==> config.mk <==
export PLATFORM = sky130hd
export DESIGN_NAME = mac_sequencer
export DESIGN_NICKNAME = d
export VERILOG_FILES = /design/src/rtl/mac_sequencer_pkg.sv /design/src/rtl/mac_sequencer_post_proc.sv /design/src/rtl/mac_sequencer.sv
export SDC_FILE = /design/constraint.sdc
export NUM_CORES = 1
export LEC_CHECK = 0
export ABC_CLOCK_PERIOD_IN_PS = 2500
export BUFFER_PORTS_ARGS = -buffer_cell sky130_fd_sc_hd__buf_4
export CORE_MARGIN = 2
export CORE_UTILIZATION = 47
export CTS_CLUSTER_DIAMETER = 40
export CTS_CLUSTER_SIZE = 14
export DETAILED_ROUTE_END_ITERATION = 8
export PLACE_DENSITY = 0.77
export SLEW_MARGIN = 30
export SYNTH_ARGS = -nofsm -noshare
export SYNTH_HDL_FRONTEND = slang
export SYNTH_SLANG_ARGS = --single-unit
export TNS_END_PERCENT = 50
==> constraint.sdc <==
create_clock -name clk -period 2.5 [get_ports clk]
set_input_delay 0.125 -clock clk [delete_from_list [all_inputs] [get_ports clk]]
set_output_delay 0.125 -clock clk [all_outputs]
set_load 0.01 [all_outputs]
==> src/rtl/mac_sequencer_pkg.sv <==
// ----------------------------------------------------------------------------
// mac_sequencer_pkg
// Shared types and default widths for the neuron MAC sequencer and its
// post-processing stage.
// ----------------------------------------------------------------------------
package mac_sequencer_pkg;

    // Default widths; modules expose these as overridable parameters
    localparam int unsigned DEF_DATA_WIDTH = 8;
    localparam int unsigned DEF_ACC_WIDTH  = 18;
    localparam int unsigned DEF_ADDR_WIDTH = 6;

    // Largest value representable on the default output width
    localparam int unsigned OUT_MAX = (1 << DEF_DATA_WIDTH) - 1;

    // Sequencer state encoding
    typedef enum logic [2:0] {
        ST_IDLE  = 3'd0,
        ST_CLEAR = 3'd1,
        ST_ISSUE = 3'd2,
        ST_WAIT  = 3'd3,
        ST_ACT   = 3'd4,
        ST_OUT   = 3'd5
    } state_e;

endpackage : mac_sequencer_pkg

==> src/rtl/mac_sequencer_post_proc.sv <==
// ----------------------------------------------------------------------------
// mac_post_proc
// Combinational neuron output stage: (acc + bias) >> SHIFT, saturated to the
// unsigned DATA_WIDTH range. The add is done one bit wider than the
// accumulator so the carry can never be lost.
//
// Ports:
//   acc      in   ACC_WIDTH   accumulator value from the MAC
//   bias     in   ACC_WIDTH   unsigned bias
//   result_c out  DATA_WIDTH  saturated result (combinational)
// ----------------------------------------------------------------------------
module mac_post_proc
    import mac_sequencer_pkg::*;
#(
    parameter int unsigned DATA_WIDTH = DEF_DATA_WIDTH,
    parameter int unsigned ACC_WIDTH  = DEF_ACC_WIDTH,
    parameter int unsigned SHIFT      = 0
) (
    input  logic [ACC_WIDTH-1:0]  acc,
    input  logic [ACC_WIDTH-1:0]  bias,
    output logic [DATA_WIDTH-1:0] result_c
);

    localparam int unsigned SUM_WIDTH = ACC_WIDTH + 1;
    localparam logic [SUM_WIDTH-1:0] SAT_MAX =
        SUM_WIDTH'((64'd1 << DATA_WIDTH) - 64'd1);

    logic [SUM_WIDTH-1:0] sum_c;
    logic [SUM_WIDTH-1:0] shifted_c;

    // Bias add, scale, clamp
    always_comb begin
        sum_c     = SUM_WIDTH'(acc) + SUM_WIDTH'(bias);
        shifted_c = sum_c >> SHIFT;
        result_c  = (shifted_c > SAT_MAX) ? DATA_WIDTH'(SAT_MAX)
                                          : shifted_c[DATA_WIDTH-1:0];
    end

endmodule : mac_post_proc

==> src/rtl/mac_sequencer.sv <==
// ----------------------------------------------------------------------------
// mac_sequencer
// Runs one neuron's dot product on a shared MAC: clears the MAC, streams N
// address pairs to the activation/weight memories (1-cycle read latency),
// enables the MAC in step with the returned data, then adds bias, shifts,
// saturates and offers the result on a valid/ready port.
//
// Ports:
//   clk, rst              clock; asynchronous active-low reset
//   start/n_inputs/bias   evaluation request, sampled only in IDLE
//   busy                  high from the cycle after an accepted start until
//                         the output handshake completes
//   rd_en/rd_addr         shared read strobe/address to both memories
//   act_data/wgt_data     memory read data, valid 1 cycle after rd_en
//   mac_rst/mac_en        MAC synchronous clear / accumulate enable
//   mac_a/mac_b           MAC operands, straight pass-through of read data
//   mac_result            MAC accumulator
//   out_valid/out_ready/out_data  neuron output handshake
// ----------------------------------------------------------------------------
module mac_sequencer
    import mac_sequencer_pkg::*;
#(
    parameter int unsigned DATA_WIDTH = DEF_DATA_WIDTH,
    parameter int unsigned ACC_WIDTH  = DEF_ACC_WIDTH,
    parameter int unsigned ADDR_WIDTH = DEF_ADDR_WIDTH,
    parameter int unsigned SHIFT      = 0
) (
    input  logic                  clk,
    input  logic                  rst,
    input  logic                  start,
    input  logic [ADDR_WIDTH:0]   n_inputs,
    input  logic [ACC_WIDTH-1:0]  bias,
    output logic                  busy,
    output logic                  rd_en,
    output logic [ADDR_WIDTH-1:0] rd_addr,
    input  logic [DATA_WIDTH-1:0] act_data,
    input  logic [DATA_WIDTH-1:0] wgt_data,
    output logic                  mac_rst,
    output logic                  mac_en,
    output logic [DATA_WIDTH-1:0] mac_a,
    output logic [DATA_WIDTH-1:0] mac_b,
    input  logic [ACC_WIDTH-1:0]  mac_result,
    output logic                  out_valid,
    input  logic                  out_ready,
    output logic [DATA_WIDTH-1:0] out_data
);

    localparam int unsigned CNT_WIDTH = ADDR_WIDTH + 1;
    localparam logic [CNT_WIDTH-1:0] N_MAX = CNT_WIDTH'(64'd1 << ADDR_WIDTH);

    state_e                 state_q,     state_d;
    logic [CNT_WIDTH-1:0]   n_q,         n_d;
    logic [ACC_WIDTH-1:0]   bias_q,      bias_d;
    logic [ADDR_WIDTH-1:0]  rd_addr_q,   rd_addr_d;
    logic                   rd_en_q,     rd_en_d;
    logic                   rd_valid_q;
    logic                   busy_q,      busy_d;
    logic                   mac_rst_q,   mac_rst_d;
    logic                   out_valid_q, out_valid_d;
    logic [DATA_WIDTH-1:0]  out_data_q,  out_data_d;

    logic                   last_issue_c;
    logic [DATA_WIDTH-1:0]  post_c;

    // Bias add / shift / saturate on the live accumulator
    mac_post_proc #(
        .DATA_WIDTH (DATA_WIDTH),
        .ACC_WIDTH  (ACC_WIDTH),
        .SHIFT      (SHIFT)
    ) u_post_proc (
        .acc      (mac_result),
        .bias     (bias_q),
        .result_c (post_c)
    );

    // rd_addr doubles as the issue counter k; n_q >= 1 whenever ISSUE is entered
    assign last_issue_c = ({1'b0, rd_addr_q} == (n_q - CNT_WIDTH'(1)));

    // Next-state and registered-output logic
    always_comb begin
        state_d    = state_q;
        n_d        = n_q;
        bias_d     = bias_q;
        rd_addr_d  = rd_addr_q;
        rd_en_d    = 1'b0;
        out_data_d = out_data_q;

        case (state_q)
            ST_IDLE: begin
                if (start) begin
                    state_d = ST_CLEAR;
                    n_d     = (n_inputs > N_MAX) ? N_MAX : n_inputs;
                    bias_d  = bias;
                end
            end
            ST_CLEAR: begin
                rd_addr_d = '0;
                if (n_q == '0) begin
                    state_d = ST_WAIT;
                end else begin
                    state_d = ST_ISSUE;
                    rd_en_d = 1'b1;
                end
            end
            ST_ISSUE: begin
                if (last_issue_c) begin
                    state_d = ST_WAIT;
                end else begin
                    rd_addr_d = rd_addr_q + ADDR_WIDTH'(1);
                    rd_en_d   = 1'b1;
                end
            end
            // Last accumulate lands at the end of this cycle
            ST_WAIT: begin
                state_d = ST_ACT;
            end
            ST_ACT: begin
                state_d    = ST_OUT;
                out_data_d = post_c;
            end
            ST_OUT: begin
                if (out_ready) begin
                    state_d = ST_IDLE;
                end
            end
            default: begin
                state_d = ST_IDLE;
            end
        endcase

        busy_d      = (state_d != ST_IDLE);
        mac_rst_d   = (state_d == ST_CLEAR);
        out_valid_d = (state_d == ST_OUT);
    end

    // State and output registers; MAC held clear while in reset
    always_ff @(posedge clk or negedge rst) begin
        if (!rst) begin
            state_q     <= ST_IDLE;
            n_q         <= '0;
            bias_q      <= '0;
            rd_addr_q   <= '0;
            rd_en_q     <= 1'b0;
            rd_valid_q  <= 1'b0;
            busy_q      <= 1'b0;
            mac_rst_q   <= 1'b1;
            out_valid_q <= 1'b0;
            out_data_q  <= '0;
        end else begin
            state_q     <= state_d;
            n_q         <= n_d;
            bias_q      <= bias_d;
            rd_addr_q   <= rd_addr_d;
            rd_en_q     <= rd_en_d;
            rd_valid_q  <= rd_en_q;
            busy_q      <= busy_d;
            mac_rst_q   <= mac_rst_d;
            out_valid_q <= out_valid_d;
            out_data_q  <= out_data_d;
        end
    end

    assign busy      = busy_q;
    assign rd_en     = rd_en_q;
    assign rd_addr   = rd_addr_q;
    assign mac_rst   = mac_rst_q;
    assign mac_en    = rd_valid_q;
    assign out_valid = out_valid_q;
    assign out_data  = out_data_q;

    // Operands go to the MAC untouched
    assign mac_a = act_data;
    assign mac_b = wgt_data;

endmodule : mac_sequencer
After elaboration in Yosys (flattened, before gate mapping)
Cells that the tools add are included.
- flip-flop bits (word level): 47
- bits of input ports: 63
- output and inout bits: 35
- $add $sub $neg: 3
- magnitude comparators: 2
- eq/ne operators: 9
- multiplexer cells: 12
- reductions and logical operators: 6
- operators by type and width (operator ; count):
    18-bit by 18-bit adder with 19-bit output ; 1
    19-bit by 8-bit > comparator with 1-bit output, second input constant ; 1
    3-bit case mux with 6 select lines ; 1
    6-bit case mux with 2 select lines ; 1
    3-bit == test, second input constant ; 3
    3-bit two-way mux ; 3
    8-bit two-way mux ; 1
    6-bit by 7-bit == test with 1-bit output ; 1
    7-bit > comparator, second input constant ; 1
    7-bit zero test ; 1
    7-bit two-way mux ; 1
    7-bit by 1-bit subtractor with 7-bit output, second input constant ; 1
    6-bit by 1-bit adder with 6-bit output, second input constant ; 1
    3-bit by 1-bit == test with 1-bit output, second input constant ; 2
    3-bit by 2-bit == test with 1-bit output, second input constant ; 2
    6-bit two-way mux ; 1
    2-bit AND reduction ; 2
    3-bit zero test ; 1
    1-bit two-way mux ; 3
    3-bit nonzero test ; 1
    2-bit inequality test, second input constant ; 1
    1-bit case mux with 2 select lines ; 1
    2-bit nonzero test ; 1

Logic depth before layout (Yosys ltp)
Gate-level depths: netlist of the first run.
- depth in word-level cells: 5
- mapped depth: 10
- mapped depth without buffers: 10

Cells and area by module
From an unflattened synthesis of the first run, not the netlist that was laid out.
- cells, all modules: 374
- area, all modules: 3313.2 um^2
- modules (own cells, without submodules) (module ; instances ; cells each ; area each (um^2)):
    mac_sequencer ; 1 ; 221 ; 2169.6
    mac_post_proc ; 1 ; 153 ; 1143.6

Least setup slack after synthesis of the first run
Ideal clock, no wire load.
- path type: register -> register
- start: register bias_q[0]
- end: register out_data_q[0] (netlist: out_data[0])
- arrival time: 2.518 ns
- data required time: 2.340 ns
- path slack: -0.178 ns
- cell stages (with the launch flop): 11
- buffers on the path: 0
- clock period less this slack: 2.678 ns
- path through: dfrtp_1 ha_1 inv_1 fa_1 nor2b_4 o2111ai_1 a311o_1 o211ai_1 o2111ai_1 nor4_2 a41oi_1
- longest elaborated chain between the ends: 3
- RTL lines (element ; RTL line ; text):
    from (decl) ; mac_sequencer.sv:53 ; logic [ACC_WIDTH-1:0] bias_q, bias_d;
    from (signal assigned) ; mac_sequencer.sv:152 ; bias_q <= bias_d;
    18-bit by 18-bit adder with 19-bit output * ; mac_sequencer_post_proc.sv:33 ; sum_c = SUM_WIDTH'(acc) + SUM_WIDTH'(bias);
    19-bit by 8-bit > comparator with 1-bit output ; mac_sequencer_post_proc.sv:35 ; result_c = (shifted_c > SAT_MAX) ? DATA_WIDTH'(SAT_MAX)
    8-bit two-way mux * ; mac_sequencer_post_proc.sv:35 ;
    to (signal assigned) ; mac_sequencer.sv:159 ; out_data_q <= out_data_d;
    to (decl) ; mac_sequencer.sv:60 ; logic [DATA_WIDTH-1:0] out_data_q, out_data_d;
Mark *: on every way between the ends. The rest lies on a longest branch, timed or not.
A chain may end at the register's enable or synchronous reset.

Worst setup path in the final report of the first run
- start: register bias_q[8]
- end: register out_data_q[5] (netlist: out_data[5])
- longest elaborated chain between the ends: 3
- RTL lines (element ; RTL line):
    18-bit by 18-bit adder with 19-bit output ; mac_sequencer_post_proc.sv:33
    19-bit by 8-bit > comparator with 1-bit output ; mac_sequencer_post_proc.sv:35
    8-bit two-way mux ; mac_sequencer_post_proc.sv:35
No other way between the ends.

==> results of run 1 <==
per-layer routing:
| layer | global-route usage (%) | wire [µm] |
|---|---|---|
| met3 | 3.52 | 411 |
| met1 | 27.7 | 3490 |
| met4 | 5.11 | 75 |
| met2 | 36.9 | 3950 |
| met5 | 0 | 0 |
where the power goes:
group / total (mW) / internal [mW] / switching, mW
clock network: 0.553 / 0.300 / 0.254
registers: 1.30 / 1.04 / 0.265
logic: 2.67 / 1.15 / 1.51
total: 4.52 / 2.49 / 2.03
sequential cells by signal, summed over array words and instances (netlist names):
name	count
out_valid	1
n_q	7
bias_q	18
mac_en	1
state_q	3
busy	1
rd_en	1
mac_rst	1
out_data	8
rd_addr	6
stage by stage:
| step | setup TNS [ns] | utilization, % |
|---|---|---|
| final | -0.161 | 58.5 |
| after global routing | -1.16 | 58.5 |
| after CTS | 0 | 58.3 |
| after detailed placement | -0.767 | 55.9 |
| after global placement | 0 | 55.9 |
| after floorplan | 0 | - |
cells in the mapped netlist, types with 3 or more instances:
| library cell | number | area share, % |
|---|---|---|
| ha_1 | 21 | 8.2 |
| xor2_1 | 10 | 2.7 |
| a21oi_1 | 16 | 2.5 |
| nand3_1 | 11 | 1.7 |
| xnor2_1 | 9 | 2.5 |
| nor2_1 | 19 | 2.2 |
| o211ai_1 | 6 | 1.4 |
| nand3b_1 | 8 | 1.9 |
| or3_1 | 3 | 0.59 |
| nand4_1 | 3 | 0.59 |
| a31oi_1 | 7 | 1.4 |
| a41oi_1 | 9 | 2.5 |
| o21ai_0 | 18 | 2.8 |
| inv_1 | 16 | 1.9 |
| buf_2 | 3 | 0.47 |
| nor3_1 | 4 | 0.63 |
| a21o_1 | 5 | 1.2 |
| o2111ai_1 | 4 | 1.1 |
| dfrtp_1 | 46 | 36 |
| buf_4 | 17 | 4.0 |
| nand2_1 | 79 | 9.3 |
| o31ai_1 | 5 | 1.2 |
| nor4_1 | 4 | 0.78 |
| clkbuf_1 | 9 | 1.1 |
| nor3b_1 | 3 | 0.71 |
worst reg2reg max path: stages (launching register included):
cell	delay, ns
dfrtp_1	0.40
ha_1	0.32
a21oi_1	0.28
a21oi_1	0.17
or3_1	0.37
o211ai_1	0.22
o2111ai_2	0.18
nor4_4	0.16
buf_4	0.19
a41oi_1	0.12
timing repair:
action                                  CTS  global route
hold buffers                              1             0
gates resized for setup                   6             3
hold endpoints to repair                 46             0
pin swaps                                 4             2
setup buffers                             1             0
endpoints found under the setup margin    8             8
cells by family (layout without fill, tap and decap cells):
| logic type | after synthesis | in the layout | synth area share, % |
|---|---|---|---|
| multiplexers | 1 | 1 | 0.313 |
| AO/OA/AOI/OAI | 88 | 88 | 19.1 |
| buffers and inverters | 46 | 108 | 7.76 |
| flip-flops | 47 | 47 | 36.9 |
| adder cells (fa/ha/maj) | 22 | 22 | 8.85 |
| AND/OR/NAND/NOR | 147 | 147 | 21.9 |
| XOR/XNOR | 19 | 19 | 5.21 |
final timing paths:
path,start,endpoint,slack [ns],cells past startpoint
worst max-delay path,bias_q[8],out_data[5],-0.04,9
worst min-delay path,bias[0],bias_q[0],0.01,3
worst max register to register,bias_q[8],out_data[5],-0.04,9
worst min register to register,rd_en,mac_en,0.42,0
max in group asynchronous,rst,state_q[1],1.71,2
min in group asynchronous,rst,out_data[1],0.37,2
layout make-up:
type	instances	area, µm²	area share [%]
clock buffer	7	76.3	1.95
timing repair buffer	84	633	16.2
multi-input combinational	277	1830	46.9
tap	80	100	2.56
sequential	47	1180	30.1
clock inverter	1	30.0	0.768
inverter	16	60.1	1.54
==> summary.txt, run 1 <==
Place
  – Placed Area: 3730 µm²
  – Place WS: -0.118 ns
  – Port Buf Inserts: 65
  – Post-detail-place hpwl: a little under 6 mm
  – Post-Place Cells: approximately 500
  – GPL Wtd Cong: 0.915

STA
  – Fmax: 394 MHz
  – Unrepaired setup endpoints after global routing: yes
  – Crit path time final: 2.54 ns
  – Max Slew Vio Count: 0
  – Least-Margin Pin Slew: roughly 0.6 ns
  – Worst hold margin: 0.0106 ns
  – Final setup vio count: 8
  – Worst Skew: 0.00988 ns
  – Final hold viol count: 0
  – Slew Limit Headroom: 59.8%
  – Fin crit share: 101%
  – Final WS setup: -0.0371 ns

Global route
  – First-pass GRT wire length: 12.9 mm
  – Largest net degree at the start of global routing: 48
  – Initial antenna violation count: 0
  – Tot GR Track Use: 21.2%
  – Number of global-route vias before repair: 2853
  – GR Overflow Total: 0

Setup path
  – Most used cell, CP: a21oi_1
  – Crit end category: flop
  – Buffers & Inverters on Critical Path: 1
  – Top delay family on crit path: compound AO/OA/AOI/OAI gates
  – Worst EP arrival: approximately 2.7 ns
  – Crit-path slowest cell: dfrtp_1
  – Crit-path max FO: 8
  – Startpoint Class: flop
  – Crit path cell chain: ha_1, a21oi_1, a21oi_1, or3_1, o211ai_1, o2111ai_2, nor4_4, buf_4, a41oi_1
  – CP peak stage delay: approximately 0.4 ns
  – Worst EP required: 2.67 ns
  – Critical path type: reg -> reg

Clock tree
  – Total CTS buffers: 5
  – Clock transition at path regs: approximately 0.09 ns
  – CTS max path bufs: 2
  – H-tree levels: 2
  – Clock sink count: 47
  – Root buffer cell: clkbuf_8
  – CTS tree: built
  – Skew-Pair Late Insertion Delay: 0.30 ns

Min path
  – Hold WC Path Type: in -> reg

Floorplanning
  – CORE AREA: 6680 µm²
  – Die area: 7470 µm²
  – Height of the die: 86.4 µm
  – Initial Util: 47.8%
  – FP Rows: 30
  – I/O Pins: 98
  – Die width: 86.4 µm

Yosys
  – Post-synth design cell area: approximately 3200 µm²
  – Synthesized flop and latch total: 47
  – Asr flop ratio synth: 100%
  – Number of enable flip-flop cells after synthesis: 0
  – Most used DFF post-synth: dfrtp_1
  – Syn nets: 455
  – Seq/Total Area, Yosys: between 30% and 40%
  – Syn avg cell area: 8.63 µm²
  – Synthesis Warnings: 0
  – Synth cell types: 54
  – Post-synthesis cell count: 370

Finish
  – ANT cells: 0
  – Most frequent cells in the layout: 83 x buf_4, 79 x nand2_1, 46 x dfrtp_1
  – Most common library cell in the layout ignoring fill and taps: buf_4
  – Final cell count without fillers: 512
  – Nets: 516
  – Layout fillers: 612
  – Synth-to-layout area growth: 22.4%
  – Final Cell Area: approximately 4000 µm²
  – Layout cells sized above 1: 24.3%

Route
  – First-pass iteration count of the detailed router: 5
  – Via/cell ratio: ~5.7
  – Iter 0 DRT Violations: around 190
  – Post-route DRC violation count: 0
  – Routed Antenna Nets: 0
  – Drt total wl: 7.93 mm
  – Vias: 2922
  – Routed wire per std cell: 15.5 µm

Power
  – Overall Power: ~4.5 mW
  – Pwr Density: roughly 1200 nW/µm²
  – Peak VDD IR: 583 µV
  – Total leakage power: 1.87 nW

Run status
  – Outcome: finished, violations left
  – Failing checks: negative setup slack

Flow run
  – Max-Cap Viols: 0
(Power assumes the default switching activity.)
==> run 2, diff against run 1 <==
--- a/config.mk
+++ b/config.mk
@@ -12,9 +12,11 @@
 export CTS_CLUSTER_DIAMETER = 40
 export CTS_CLUSTER_SIZE = 14
 export DETAILED_ROUTE_END_ITERATION = 8
+export HOLD_SLACK_MARGIN = 0.06
 export PLACE_DENSITY = 0.77
 export SLEW_MARGIN = 30
 export SYNTH_ARGS = -nofsm -noshare
 export SYNTH_HDL_FRONTEND = slang
+export SYNTH_HIERARCHICAL = 1
 export SYNTH_SLANG_ARGS = --single-unit
 export TNS_END_PERCENT = 50
==> run 2 against run 1 <==
Against the previous run:
- the run still ends with negative setup slack left
- first-iteration DRC count down 51%
- core utilization up 9.1 points
- critical endpoint is now out_data[0]
- wire length up 2.4%
- largest power group unchanged
- design area up 18%
- combinational power up 25%
- critical path type unchanged
- highest routed layer unchanged
- synthesized cell count up 1.1%
==> summary.txt, run 2 <==
Yosys
  – Synthesis Warnings: 6
  – Post-synth top area cell: dfrtp_1
  – Syn avg cell area: 8.86 µm²
  – Most used DFF post-synth: dfrtp_1
  – Synth top cells by count: 87 x nand2_1, 46 x dfrtp_1, 21 x ha_1
  – Number of enable flip-flop cells after synthesis: 0
  – Count leader, synth: nand2_1
  – Synthesized flop and latch total: 47
  – Post-synthesis cell count: 374
  – Synth cell types: 55
  – Post-synth design cell area: approximately 3300 µm²
  – Area contributors post-synth: dfrtp_1 35%, nand2_1 9.9%, ha_1 7.9%, xnor2_1 3.7%, buf_4 3.6%
  – Asr flop ratio synth: 100%
  – Syn nets: approximately 460
  – Synth top area share: a little over a third
  – Seq/Total Area, Yosys: 35.5%

Power
  – Switch share: 43.1%
  – P_sw: 2.30 mW
  – Int Power: about 3 mW
  – Peak VDD IR: 689 µV
  – Overall Power: roughly 5.3 mW
  – Logic gate share of total power: 63.0%
  – Total leakage power: about 2.2 nW
  – Pwr Density: 1160 nW/µm²
  – Reg power frac: 24.1%
  – Clock network fraction of total power: 12.9%

Setup path
  – Crit. Startpoint: bias_q[0]
  – FF-to-FF path depth: 12
  – Buffers & Inverters on Critical Path: 2
  – R2R Setup Slk: -0.14 ns
  – Crit end category: flop
  – Crit-path max FO: 8
  – Top delay family on crit path: compound AO/OA/AOI/OAI gates
  – Critical path type: reg -> reg
  – CP peak stage delay: slightly below 0.4 ns
  – Worst EP arrival: roughly 2.8 ns
  – Worst R2R Start: bias_q[0]
  – RR Endpoint: out_data[0]
  – Crit path cell chain: ha_2, inv_2, fa_2, nand2b_4, a21oi_4, o21ai_2, a21oi_2, or3_4, a2111oi_4, buf_4, nand4_1, mux2_4
  – Crit-path slowest cell: dfrtp_1
  – Startpoint Class: flop
  – Worst EP required: 2.70 ns

Finish
  – Max FFs per register: 18
  – Nets: ~570
  – Largest Register: bias_q
  – Synth-to-layout area growth: 38.8%
  – Layout cells sized above 1: 32.6%
  – Most common library cell in the layout ignoring fill and taps: buf_4
  – Most frequent cells in the layout: 107 x buf_4, 87 x nand2_1, 46 x dfrtp_1
  – Post-layout util: 67.7%
  – Layout fillers: ~530
  – ANT cells: 0

Floorplanning
  – FP Rows: 30
  – Height of the die: 88.0 µm
  – Initial Util: 48.8%
  – Die width: between 80 and 90 µm
  – I/O Pins: 98
  – CORE AREA: 6790 µm²
  – Die area: 7740 µm²

Flow run
  – Max-Cap Viols: 0

Clock tree
  – Clock transition at path regs: 0.09 ns
  – Clock sink count: 47
  – Total CTS buffers: 5
  – CTS tree: built
  – CTS max path bufs: 2
  – H-tree levels: 2
  – Skew-Pair Late Insertion Delay: between 0.3 and 0.4 ns
  – Root buffer cell: clkbuf_8

STA
  – Fmax: 378 MHz
  – Crit path time final: 2.64 ns
  – Unrepaired setup endpoints after global routing: yes
  – Worst hold margin: 0.0705 ns
  – Final WS setup: -0.145 ns
  – Final hold viol count: 0
  – Max Slew Vio Count: 0
  – Slew Limit Headroom: 43.5%
  – Worst Skew: 0.00899 ns
  – Least-Margin Pin Slew: between 0.8 and 0.9 ns
  – Fin crit share: 106%
  – Final setup vio count: 8
  – Setup Total Neg Slack: -1.02 ns

Global route
  – Tot GR Track Use: between 20% and 30%
  – GR Overflow Total: 0
  – First-pass GRT wire length: 13.5 mm
  – Largest net degree at the start of global routing: 48
  – Initial antenna violation count: 0
  – Number of global-route vias before repair: 3155

Min path
  – Hold EP: n_q[1]
  – Worst Min Path Start: n_inputs[1]
  – Hold path depth: 3
  – Hold WC Path Type: in -> reg

Route
  – Via/cell ratio: 5.25
  – First-pass iteration count of the detailed router: 4
  – Post-route DRC violation count: 0
  – Routed wire per std cell: 13.9 µm
  – Drt total wl: 8.12 mm
  – Iter 0 DRT Violations: 95
  – Vias: 3066
  – Routed Antenna Nets: 0

Run status
  – Failing checks: negative setup slack
  – Outcome: finished, violations left

Place
  – GPL Wtd Cong: 0.867
  – Port Buf Inserts: 65
  – Post-detail-place hpwl: 5.99 mm
[run 2: cell count changes after synthesis, moves of 6 or more]
cell	previous run	this run
mux2_2	0	8
nand4_1	3	11
a41oi_1	9	0
nor3_1	4	12
o21ai_0	18	9
a31oi_1	7	1
nand2_1	79	87
[run 2: routing by layer]
layer  GRT usage (%)  share of wire (%)  wire length (µm)
met1            26.1                 43              3510
met2            40.1                 52              4210
met3            3.49                3.5               282
met4            6.29                1.4               113
met5               0                  0                 0
[run 2: logic make-up after synthesis]
logic type      Yosys count  synth area share (%)
compound gates           64                  15.5
xor+xnor                 19                  5.02
fa+ha+maj                22                  8.53
buf+inv                  39                  6.57
flops                    47                  35.5
mux                      13                  4.23
simple gates            170                  24.6
[run 2: worst reg2reg max path, cell delays in order (launching register included)]
cell and delay, ns:
dfrtp_1 0.39, ha_2 0.18, inv_2 0.06, fa_2 0.20
nand2b_4 0.14, a21oi_4 0.07, o21ai_2 0.16, a21oi_2 0.09
or3_4 0.34, a2111oi_4 0.34, buf_4 0.20, nand4_1 0.11
mux2_4 0.27
[run 2: how the worst max path moves through the flow]
stage	endpoint	slack (ns)	depth (start not counted)
after floorplan	out_data[0]	-0.12	11
after global placement	out_data[2]	-0.16	12
after detailed placement	out_data[0]	-0.25	12
after CTS	out_data[0]	-0.15	12
after global routing	out_data[0]	-0.28	12
final	out_data[0]	-0.14	12
[run 2: cell type report]
cell class	count	area, µm²	share of cell area [%]
well taps	96	120	2.61
multi-input cells	288	2050	44.6
inverters	12	45.0	0.980
flip-flops and latches	47	1180	25.6
clock buffers	5	68.8	1.50
clock inverters	3	71.3	1.55
repair buffers	133	1060	23.1
[run 2: timing repair]
item | 4_1_cts | 5_1_grt
resized for setup | 8 | 11
endpoints found under the setup margin | 8 | 8
hold endpoints to repair | 71 | 0
pin swaps | 7 | 9
buffers inserted | 1 | 1
hold buffers | 26 | 0
gates cloned | 0 | 0
[run 2: power groups by stage]
| stage | sequential [mW] | clock [mW] | combinational, mW |
|---|---|---|---|
| floorplan | 1.27 | 0 | 2.14 |
| global placement | 1.28 | 0 | 3.06 |
| detailed placement | 1.29 | 0 | 3.13 |
| CTS | 1.28 | 0.700 | 3.23 |
| global route | 1.32 | 0.724 | 3.70 |
| finish | 1.28 | 0.686 | 3.35 |
[run 2: through the flow]
| stage | setup WS [ns] | cells | cell area (µm²) |
|---|---|---|---|
| 2_1_floorplan | -0.121 | 374 | 3350 |
| 5_1_grt | -0.278 | 584 | 4600 |
| 3_5_place_dp | -0.248 | 548 | 4090 |
| 3_3_place_gp | -0.162 | 548 | 4090 |
| 4_1_cts | -0.150 | 583 | 4530 |
| 6_report | -0.145 | 584 | 4600 |
